File: config.mk
export PLATFORM = sky130hd
export DESIGN_NAME = i2s_dac_tx
export DESIGN_NICKNAME = d
export VERILOG_FILES = /design/src/rtl/i2s_dac_tx_pkg.sv /design/src/rtl/i2s_shift_out.sv /design/src/rtl/i2s_dac_tx.sv
export SDC_FILE = /design/constraint.sdc
export NUM_CORES = 1
export LEC_CHECK = 0
export ABC_AREA = 1
export BUFFER_PORTS_ARGS = -buffer_cell sky130_fd_sc_hd__buf_2
export CAP_MARGIN = 40
export CORE_UTILIZATION = 58
export CTS_CLUSTER_SIZE = 25
export DETAILED_ROUTE_END_ITERATION = 7
export HOLD_SLACK_MARGIN = 0.06
export PLACE_DENSITY = 0.79
export SYNTH_ARGS = -nofsm -noshare
export SYNTH_HDL_FRONTEND = slang
export SYNTH_SLANG_ARGS = --single-unit
File: constraint.sdc
create_clock -name bclk -period 4.3 [get_ports bclk]
set_clock_uncertainty 0.2 [all_clocks]
set_input_delay 0.645 -clock bclk [delete_from_list [all_inputs] [get_ports bclk]]
set_output_delay 0.645 -clock bclk [all_outputs]
set_load 0.02 [all_outputs]
File: src/rtl/i2s_dac_tx_pkg.sv
// Shared audio constants for the I2S transmit path.
//   FRAME_BCLKS : bclk periods per stereo frame
//   SLOT_BCLKS  : bclk periods per channel slot
//   CNT_W/SLOT_W: counter widths derived from the above
//   is_legal_bitsize(): the sample widths the transmitter supports
package i2s_dac_tx_pkg;

  localparam int FRAME_BCLKS = 64;
  localparam int SLOT_BCLKS  = 32;
  localparam int CNT_W       = $clog2(FRAME_BCLKS);
  localparam int SLOT_W      = $clog2(SLOT_BCLKS);

  localparam int BITSIZE_16  = 16;
  localparam int BITSIZE_24  = 24;

  function automatic bit is_legal_bitsize(input int w);
    return (w == BITSIZE_16) || (w == BITSIZE_24);
  endfunction

endpackage

File: src/rtl/i2s_shift_out.sv
// Per-slot parallel-load shifter for the I2S data line.
//   clk    : bclk, rising edge
//   reset  : synchronous active-high, clears the serial output
//   load   : capture par_in and drive its MSB on this edge
//   shift  : drive the next remaining bit on this edge
//   par_in : W-bit slot word
//   sdata  : registered serial bit; 0 whenever neither load nor shift
module i2s_shift_out #(
  parameter int W = 16
) (
  input  logic         clk,
  input  logic         reset,
  input  logic         load,
  input  logic         shift,
  input  logic [W-1:0] par_in,
  output logic         sdata
);

  logic [W-1:0] sr;

  always_ff @(posedge clk) begin
    if (reset) begin
      sdata <= 1'b0;
    end else if (load) begin
      sdata <= par_in[W-1];
    end else if (shift) begin
      sdata <= sr[W-1];
    end else begin
      sdata <= 1'b0;
    end
  end

  // The shift register is pure data: a slot always starts with a load, so
  // its contents after reset never reach the output.
  always_ff @(posedge clk) begin
    if (load) begin
      sr <= {par_in[W-2:0], 1'b0};
    end else if (shift) begin
      sr <= {sr[W-2:0], 1'b0};
    end
  end

endmodule

File: src/rtl/i2s_dac_tx.sv
// I2S stereo transmitter for a DAC, 64 bclk per frame, 32 per slot.
//   bclk     : the only clock, rising edge
//   reset    : synchronous active-high
//   enable   : 1 transmits samples, 0 transmits zeros (sampled at frame load)
//   left_in  : signed left sample
//   right_in : signed right sample
//   valid    : a left/right pair is offered
//   ready    : holding buffer is empty and can accept a pair
//   lrclk    : 0 = left slot, 1 = right slot
//   dacdat   : serial data, MSB first, one bclk after the lrclk edge
//   underrun : one-cycle pulse when a frame starts with nothing to send
module i2s_dac_tx
  import i2s_dac_tx_pkg::*;
#(
  parameter int BITSIZE = 16
) (
  input  logic                      bclk,
  input  logic                      reset,
  input  logic                      enable,
  input  logic signed [BITSIZE-1:0] left_in,
  input  logic signed [BITSIZE-1:0] right_in,
  input  logic                      valid,
  output logic                      ready,
  output logic                      lrclk,
  output logic                      dacdat,
  output logic                      underrun
);

  if (!is_legal_bitsize(BITSIZE)) begin : g_bad_bitsize
    $error("i2s_dac_tx: BITSIZE must be 16 or 24");
  end

  localparam logic [CNT_W-1:0]  CNT_LAST   = CNT_W'(FRAME_BCLKS - 1);
  localparam logic [SLOT_W-1:0] LAST_SHIFT = SLOT_W'(BITSIZE - 1);

  logic [CNT_W-1:0]  cnt;
  logic [CNT_W-1:0]  cnt_nxt;
  logic [SLOT_W-1:0] slot_pos;
  logic              frame_load;
  logic              accept;
  logic              have_src;
  logic              full;
  logic              armed;

  logic signed [BITSIZE-1:0] hold_l_p0;
  logic signed [BITSIZE-1:0] hold_r_p0;
  logic signed [BITSIZE-1:0] frame_l_p1;
  logic signed [BITSIZE-1:0] frame_r_p1;
  logic        [BITSIZE-1:0] slot_word;
  logic                      sh_load;
  logic                      sh_shift;

  assign cnt_nxt    = cnt + 1'b1;
  assign frame_load = (cnt == CNT_LAST);
  assign ready      = !full;
  assign accept     = valid && ready;
  // A pair offered on the load edge into an empty buffer feeds the frame directly.
  assign have_src   = full || valid;

  // Control: frame counter, frame clock, buffer occupancy, arming, underrun.
  always_ff @(posedge bclk) begin
    if (reset) begin
      cnt      <= CNT_LAST;
      lrclk    <= 1'b1;
      full     <= 1'b0;
      armed    <= 1'b0;
      underrun <= 1'b0;
    end else begin
      cnt      <= cnt_nxt;
      lrclk    <= cnt_nxt[CNT_W-1];
      underrun <= 1'b0;
      if (accept) begin
        armed <= 1'b1;
      end
      if (frame_load) begin
        full <= 1'b0;
        if (enable && !have_src) begin
          underrun <= armed;
        end
      end else if (accept) begin
        full <= 1'b1;
      end
    end
  end

  // Stage p0: holding buffer, written on any accept outside the load edge.
  always_ff @(posedge bclk) begin
    if (accept && !frame_load) begin
      hold_l_p0 <= left_in;
      hold_r_p0 <= right_in;
    end
  end

  // Stage p1: frame registers, refreshed once per frame on the load edge.
  always_ff @(posedge bclk) begin
    if (reset) begin
      frame_l_p1 <= '0;
      frame_r_p1 <= '0;
    end else if (frame_load) begin
      if (enable && full) begin
        frame_l_p1 <= hold_l_p0;
        frame_r_p1 <= hold_r_p0;
      end else if (enable && valid) begin
        frame_l_p1 <= left_in;
        frame_r_p1 <= right_in;
      end else begin
        frame_l_p1 <= '0;
        frame_r_p1 <= '0;
      end
    end
  end

  // Serial stage: the shifter loads at slot position 0 so that the MSB lands
  // when the counter reaches position 1, leaving position 0 as the I2S delay bit.
  assign slot_pos  = cnt[SLOT_W-1:0];
  assign slot_word = cnt[CNT_W-1] ? frame_r_p1 : frame_l_p1;
  assign sh_load   = (slot_pos == '0);
  assign sh_shift  = (slot_pos != '0) && (slot_pos <= LAST_SHIFT);

  i2s_shift_out #(
    .W (BITSIZE)
  ) u_shift (
    .clk    (bclk),
    .reset  (reset),
    .load   (sh_load),
    .shift  (sh_shift),
    .par_in (slot_word),
    .sdata  (dacdat)
  );

endmodule

==> run_results.csv, run 1 <==
group,metric,value,unit
outcome,outcome,"completed",
min_path,hold_class,"flip-flop to flip-flop",
yosys,ys_top_cells_by_count,"nor2_1, nand2_1, nand3_1",
global_route,grt_use_total,0.2199,
worst_setup_path,cp-end-kind,"flip-flop",
worst_setup_path,cp_max_fo,34,
die,dieArea,0.006858,mm2
die,core,0.006314,mm2
clock_network,cts_root_buffer,"clkbuf_8",
min_path,hold_depth,1,
worst_setup_path,path_class,"flip-flop to flip-flop",
power_and_ir_drop,leakage,1.667,nW
yosys,syn-cell-area,0.003787,mm2
yosys,yosysWarnings,0,
placement,dpl.cell_count,511,
clock_network,cts_buffers,9,
die,die_x,82.81,um
drt,wl_per_cell,13.61,um
final_layout,areaGrowthSynthToFinish,8.821,%
placement,port_buffers,39,
drt,num_vias,2843,
power_and_ir_drop,p_per_area,481.7,mW/mm2
clock_network,clock_latency,0.34,ns
worst_setup_path,cp-startpoint,"cnt[0]",
drt,via_per_inst,5.395,
global_route,antenna_found_initial,0,
final_layout,fill_cells,517,
global_route,grt_pass1_wl,12030,um
global_route,grt_overflow,0,
timing,period_minus_slack,2.563,ns
clock_network,clkTransAtPathRegs,0.07,ns
global_route,grt_max_degree,53,
drt,drtAntennaViolNets,0,
yosys,synthMuxAreaShare,0,
timing,finalHoldViolCount,0,
worst_setup_path,rr_worst_depth,7,
clock_network,cts_setup_buffers,0,
worst_setup_path,crit_arrival,2.39,ns
timing,setup_viol,0,
timing,post-route-period-util,0.5960,
yosys,synth_area_leaders,"edfxtp_1, dfxtp_1, nand3_1",
yosys,async_flop_share,0,
die,std_cell_rows,29,
timing,slew_headroom,0.3932,
power_and_ir_drop,peakVddDrop,0.0002656,V
global_route,grt_pass1_vias,2534,
timing,tightestPinTransition,0.9092,ns
worst_setup_path,cp.required,4.13,ns
final_layout,stdcell_count,527,
placement,dp_slack,1.762,ns
final_layout,antenna_cells,0,
clock_network,cts_tree,"yes",
worst_setup_path,worstSetupEndpoint,"hold_l_p0[5]",
die,top_level_ports,40,
die,dieHeight,82.81,um
drt,routed_wl,7170,um
timing,whs,0.2449,ns
placement,gp_congestion,0.7622,
timing,maxSlewViolCount,0,
worst_setup_path,rr_startpoint,"cnt[0]",
timing,rsz0062_at_grt,"false",
yosys,synth_top_family_by_area,"simple AND/OR/NAND/NOR gates",
timing,setup_tns,0,ns
clock_network,htreeDepth,3,
timing,setup_slack,1.737,ns
worst_setup_path,reg2reg_slack,1.74,ns
yosys,synth_compound_area_frac,0.07433,
worst_setup_path,rr_endpoint,"hold_l_p0[5]",
final_layout,final_nets,484,
yosys,synth_top_cell_by_area,"edfxtp_1",
yosys,yosysSeqAreaShare,0.5946,
yosys,synth-main-ff-cell,"edfxtp_1",
placement,dp_hpwl,5060,um
yosys,synth_xor_area_frac,0.002313,
yosys,syn_area_per_cell,9.018,um2
timing,fmax,390.2,MHz
drt,first_pass_iters,4,
worst_setup_path,cp-start-kind,"flip-flop",
clock_network,clockBufferDepth,2,
yosys,synth.most_common_cell,"nor2_1",
yosys,synthesis.instances,420,
yosys,yosys.cell_types.count,27,
clock_network,clock-sinks,89,
final_layout,layout-drive-gt1-share,0.1400,
drt,drt-initial-drc-count,183,
clock_network,cts_resized,0,
final_layout,utilization,0.6528,
die,start_util,0.5999,
yosys,syn_nets,459,
yosys,synth_edf_count,47,
yosys,ys_seq_elements,89,
yosys,synth_fa_ha_area_frac,0.009911,
yosys,synth.top_cell.area_share,0.3726,
clock_network,cts_hold_buf,0,
job,cap_viol_max_count,0,
yosys,yosys.area_share.simple,0.2630,
drt,drc,0,
## placed cells by master, fill, tap and decap left out, types with 4 or more instances in the layout
cell type and instances:
nor2_1 86, nand2_1 76, nand3_1 66, edfxtp_1 47
dfxtp_1 42, buf_2 39, o21ai_1 17, o21ai_0 16
a31oi_1 14, clkbuf_8 9, inv_1 8, buf_4 4
## through the flow
step	instance area [um2]	total power, mW
after floorplan	3787	1.436
after global placement	3945	1.510
after detailed placement	3965	1.527
after CTS	4121	1.990
after global routing	4121	2.096
final	4121	1.985
## where the power goes
part / internal [mW] / switching, mW / total, mW
registers: 1.05 / 0.0824 / 1.14
logic: 0.127 / 0.247 / 0.374
clock network: 0.207 / 0.267 / 0.474
## final cells by class
class / count / area (um2) / share of cell area
clock inverters: 4 / 21.27 / 0.005161
inverters: 11 / 42.54 / 0.01032
clock buffers: 12 / 135.1 / 0.03279
multi-input cells: 290 / 1329 / 0.3224
well taps: 77 / 96.34 / 0.02338
flip-flops and latches: 89 / 2252 / 0.5464
repair buffers: 44 / 245.2 / 0.05950
## critical path: stages (launching register included)
cell      delay (ns)
dfxtp_1         0.35
ha_1            0.23
nand3_1         0.11
inv_2           0.06
nand3_4         0.24
clkinv_2        0.45
nor3_2          0.29
buf_4           0.30
## flip-flops by register name, summed over array words and instances (netlist names), 5 cells and up
register	cells
hold_l_p0	16
u_shift.sr	15
frame_r_p1	16
cnt	5
frame_l_p1	16
hold_r_p0	16
## cell families after synthesis
| kind of cell | after synthesis |
|---|---|
| AO/OA/AOI/OAI | 51 |
| XOR/XNOR | 1 |
| adder cells (fa/ha/maj) | 3 |
| buffers and inverters | 41 |
| flip-flops | 89 |
| AND/OR/NAND/NOR | 235 |
## routing by layer
layer | up-vias | part of all wire | track usage
met5 | - | 0 | 0
met3 | 8 | 0.048 | 0.02982
met2 | 91 | 0.44 | 0.3189
met4 | 0 | 0.010 | 0.09248
li1 | 1473 | - | -
met1 | 1271 | 0.50 | 0.3331
## how the worst min path moves through the flow
stage | from | endpoint | slack [ns]
after floorplan | cnt[0] | cnt[0] | 0.21
after global placement | cnt[0] | cnt[0] | 0.22
after detailed placement | cnt[0] | cnt[0] | 0.23
after CTS | cnt[0] | cnt[0] | 0.25
after global routing | cnt[0] | cnt[0] | 0.26
final | cnt[0] | cnt[0] | 0.24
No activity file was read; power rests on OpenSTA's default activity.
==> run 2, diff against run 1 <==
- clock period: 4.3 -> 2.4 ns (I/O delays scaled with it)
==> run 2 against run 1 <==
Highest routed layer unchanged. Clock power rose by 120%. Power rose by 94%. Via count rose by 12%. Non-clock buffer count rose by 38. Combinational power rose by 110%. Largest cell class unchanged. Utilization rose by 7.0 points. Register-to-register slack got worse by 1.3 ns.
==> run_results.csv, run 2 (synthesis gave the netlist of run 1 again) <==
group,metric,value,unit
outcome,outcome,"completed",
clock_network,htreeDepth,3,
final_layout,antenna_cells,0,
min_path,hold_depth,4,
worst_setup_path,rr_worst_depth,7,
worst_setup_path,cp-start-kind,"flip-flop",
final_layout,fill_cells,444,
power_and_ir_drop,leakage,1.857,nW
drt,route.met3.wl,477,um
drt,first_pass_iters,5,
timing,period_minus_slack,2.008,ns
clock_network,clock_latency,0.36,ns
placement,dp_hpwl,4991,um
die,dieHeight,82.81,um
min_path,hold_class,"input pin to flip-flop",
timing,finalHoldViolCount,0,
timing,fmax,498.0,MHz
final_layout,areaGrowthSynthToFinish,20.52,%
placement,port_buffers,39,
clock_network,clock-sinks,89,
clock_network,cts_tree,"yes",
job,cap_viol_max_count,0,
timing,setup_tns,0,ns
timing,setup_viol,0,
global_route,antenna_found_initial,0,
drt,drt-initial-drc-count,268,
die,top_level_ports,40,
clock_network,cts_root_buffer,"clkbuf_8",
clock_network,clkTransAtPathRegs,0.08,ns
clock_network,cts_resized,0,
die,dieArea,0.006858,mm2
clock_network,cts_setup_buffers,0,
drt,met1_length,3556,um
global_route,grt_pass1_wl,13770,um
drt,wl_met2,3946,um
drt,num_vias,3170,
final_layout,final_common_cell,"nor2_1",
die,core,0.006314,mm2
final_layout,mostFrequentLayoutCells,"nor2_1, nand2_1, nand3_1",
global_route,grt_pass1_vias,3003,
final_layout,utilization,0.7229,
clock_network,cts_buffers,9,
drt,topRoutingLayerUsed,"met4",
drt,routed_wl,8218,um
timing,maxSlewViolCount,0,
global_route,grt_overflow,0,
drt,drtAntennaViolNets,0,
placement,gp_congestion,0.7801,
drt,drc,0,
clock_network,clockBufferDepth,2,
global_route,grt_max_degree,66,
worst_setup_path,path_class,"flip-flop to flip-flop",
die,die_x,82.81,um
power_and_ir_drop,peakVddDrop,0.0005535,V
timing,tightestPinTransition,0.6004,ns
global_route,grt_use_total,0.2552,
die,std_cell_rows,29,
timing,post-route-period-util,0.8366,
final_layout,final_area,0.004564,mm2
drt,wl_per_cell,14.55,um
worst_setup_path,cp.required,2.26,ns
worst_setup_path,cp-end-kind,"flip-flop",
timing,slew_headroom,0.5997,
placement,placed_cell_area,0.004028,mm2
worst_setup_path,crit_arrival,1.87,ns
power_and_ir_drop,p_per_area,844.3,mW/mm2
die,start_util,0.5999,
timing,rsz0062_at_grt,"false",
final_layout,final_nets,522,
drt,via_per_inst,5.611,
timing,setup_slack,0.3921,ns
final_layout,layout-drive-gt1-share,0.1475,
worst_setup_path,cp_max_fo,34,
placement,dp_slack,0.3871,ns
[run 2: metrics by stage]
step / power (mW) / instances / hold WS [ns]
floorplan: 2.578 / 420 / 0.2113
global placement: 2.737 / 516 / 0.2220
detailed placement: 2.776 / 516 / 0.2412
CTS: 3.861 / 565 / 0.08363
global route: 4.053 / 565 / 0.1103
finish: 3.854 / 565 / 0.1100
[run 2: critical path, stage by stage (launching register included)]
cell and delay, ns:
dfxtp_1 0.36, ha_2 0.21, nand3_1 0.09, inv_2 0.06, nand3_4 0.07, clkinv_4 0.21, nor3_4 0.26, buf_12 0.23
[run 2: cell type report]
type	count	area (um2)	share of cell area
Clock buffer	12	155.1	0.03399
Clock inverter	4	51.30	0.01124
Inverter	11	46.29	0.01014
Multi-Input combinational cell	290	1338	0.2930
Sequential cell	89	2252	0.4934
Tap cell	77	96.34	0.02111
Timing Repair Buffer	82	625.6	0.1371
[run 2: repair_timing]
action | in CTS | in global routing
endpoints found under the hold margin | 34 | 0
hold buffers | 33 | 0
endpoints found under the setup margin | 0 | 0
[run 2: layer usage]
metal / track usage / up-vias
met4: 0.1270 / 0
met1: 0.3447 / 1477
met5: 0 / -
li1: - / 1544
met3: 0.04473 / 22
met2: 0.3994 / 127
[run 2: worst paths after layout]
| kind | to | slack [ns] | start |
|---|---|---|---|
| max | hold_r_p0[7] | 0.39 | cnt[0] |
| min | underrun | 0.11 | valid |
| max reg2reg | hold_r_p0[7] | 0.39 | cnt[0] |
| min reg2reg | cnt[0] | 0.26 | cnt[0] |
[run 2: where the power goes]
part	internal, mW	switching [mW]
Clock	0.538	0.520
Combinational	0.291	0.498
Sequential	1.89	0.118
==> run 3, diff against run 2 <==
- CORE_UTILIZATION: 58 -> 52
- PLACE_DENSITY: 0.79 -> 0.75
- clock period: 2.4 -> 1.61 ns (I/O delays scaled with it)
==> run 3 against run 2 <==
The flow now finishes with violations (setup timing). Register-to-register slack got worse by 0.48 ns. Clock power grew 45%. Design area rose by 7.5%. Flip-flop and latch count did not move. Cell count up 7.3%. Non-clock buffer count increased by 21. Wire length up 19%. Combinational power up 83%. Die area up 11%.
==> run_results.csv, run 3 (synthesis gave the netlist of run 1 again) <==
group,metric,value,unit
outcome,outcome,"finished, violations left",
outcome,failed_checks,"setup timing",
final_layout,antenna_cells,0,
placement,dpl.cell_count,545,
clock_network,clock_latency,0.36,ns
timing,post-route-period-util,1.055,
worst_setup_path,cp-start-kind,"flip-flop",
power_and_ir_drop,power.total,5.997,mW
timing,maxSlewViolCount,0,
final_layout,final_common_cell,"nor2_1",
placement,gp_congestion,0.7953,
timing,fmax,588.7,MHz
die,dieHeight,87.35,um
clock_network,clock-sinks,89,
drt,via_per_inst,5.573,
power_and_ir_drop,internal-power,4.128,mW
drt,wl_per_cell,16.12,um
clock_network,cts_tree,"yes",
power_and_ir_drop,power_frac_seq,0.504,
final_layout,areaGrowthSynthToFinish,29.53,%
worst_setup_path,path_class,"flip-flop to flip-flop",
worst_setup_path,rr_worst_depth,8,
final_layout,utilization,0.7103,
die,std_cell_rows,30,
drt,first_pass_iters,5,
drt,drt-initial-drc-count,290,
power_and_ir_drop,peakVddDrop,0.0008799,V
drt,routed_wl,9767,um
final_layout,final_nets,544,
worst_setup_path,cp-end-kind,"flip-flop",
final_layout,layout-drive-gt1-share,0.2059,
final_layout,stdcell_count,606,
final_layout,mostFrequentLayoutCells,"nor2_1, nand2_1, nand3_1",
clock_network,cts_root_buffer,"clkbuf_8",
min_path,hold_depth,4,
drt,drc,0,
min_path,worstHoldStart,"enable",
clock_network,cts_buffers,9,
power_and_ir_drop,swShare,0.3117,
timing,tightestPinTransition,0.4662,ns
power_and_ir_drop,comb_power_share,0.239,
timing,rsz0062_at_grt,"true",
drt,drtAntennaViolNets,0,
global_route,grt_max_degree,42,
global_route,antenna_found_initial,0,
global_route,grt_pass1_wl,15130,um
worst_setup_path,cp-startpoint,"cnt[0]",
die,core,0.006907,mm2
worst_setup_path,cp.required,1.49,ns
placement,dp_hpwl,5198,um
clock_network,clkTransAtPathRegs,0.10,ns
die,die_x,87.35,um
worst_setup_path,rr_endpoint,"hold_r_p0[9]",
worst_setup_path,reg2reg_slack,-0.09,ns
global_route,grt_use_total,0.2679,
worst_setup_path,crit_arrival,1.57,ns
worst_setup_path,cp_max_fo,12,
global_route,grt_pass1_vias,3096,
worst_setup_path,rr_startpoint,"cnt[0]",
global_route,grt_overflow,0,
die,dieArea,0.007629,mm2
timing,setup_viol,39,
job,cap_viol_max_count,0,
timing,slew_headroom,0.6884,
die,start_util,0.5484,
power_and_ir_drop,power.share.clock,0.257,
min_path,hold_class,"input pin to flip-flop",
placement,dp_slack,-0.07262,ns
drt,num_vias,3377,
timing,finalHoldViolCount,0,
power_and_ir_drop,p_per_area,1222,mW/mm2
timing,period_minus_slack,1.699,ns
timing,whs,0.1960,ns
timing,setup_slack,-0.08857,ns
die,top_level_ports,40,
min_path,hold_end,"underrun",
placement,port_buffers,39,
power_and_ir_drop,leakage,1.996,nW
clock_network,htreeDepth,3,
clock_network,clockBufferDepth,2,
power_and_ir_drop,power.switching,1.869,mW
run 3: per-layer routing:
| layer | vias up | track usage | part of all wire |
|---|---|---|---|
| met5 | - | 0 | 0 |
| met4 | 0 | 0.1043 | 0.023 |
| met3 | 25 | 0.05498 | 0.080 |
| met2 | 179 | 0.4332 | 0.49 |
| met1 | 1580 | 0.3551 | 0.41 |
| li1 | 1593 | - | - |
run 3: what timing repair did:
action                                 CTS  global route
resized for setup                       10            11
setup endpoints to repair               72            96
pin swaps                                2             0
endpoints found under the hold margin   44             0
gates cloned                             2             3
hold buffers                            34             0
buffers inserted                         2             4
run 3: power by group through the flow:
stage               sequential (mW)  combinational, mW  clock, mW
finish                         3.02               1.44       1.54
global route                   3.06               1.57       1.64
CTS                            3.01               1.33       1.53
detailed placement             3.06               1.19          0
global placement               3.04               1.16          0
floorplan                      3.00              0.859          0
run 3: worst max-delay path by stage:
| stage | end | slack [ns] | cells after the start |
|---|---|---|---|
| after global routing | hold_r_p0[10] | -0.16 | 8 |
| after floorplan | hold_l_p0[0] | -0.72 | 7 |
| after CTS | hold_r_p0[7] | -0.07 | 8 |
| after global placement | frame_r_p1[12] | -0.05 | 7 |
| after detailed placement | frame_r_p1[1] | -0.07 | 7 |
| final | hold_r_p0[9] | -0.09 | 8 |
run 3: layout make-up:
type                            count  area [um2]
Sequential cell                    89        2258
Fill cell                         498        2001
Multi-Input combinational cell    291        1391
Timing Repair Buffer              103       897.1
Clock buffer                        9       123.9
Tap cell                           96       120.1
Clock inverter                      7       68.82
Inverter                           11       46.29
run 3: critical path, stage by stage, from the launching register on:
cell and delay (ns):
dfxtp_2 0.36, ha_4 0.16, nand3_2 0.07, inv_2 0.05, nand3_4 0.07, clkinv_4 0.06
nor3_4 0.17, buf_6 0.14, buf_12 0.14
run 3: metrics by stage:
step | TNS [ns] | area [um2]
2_1_floorplan | -23.14 | 3827
3_3_place_gp | -1.799 | 4172
3_5_place_dp | -3.065 | 4172
4_1_cts | -2.439 | 4782
5_1_grt | -8.831 | 4906
6_report | -2.756 | 4906
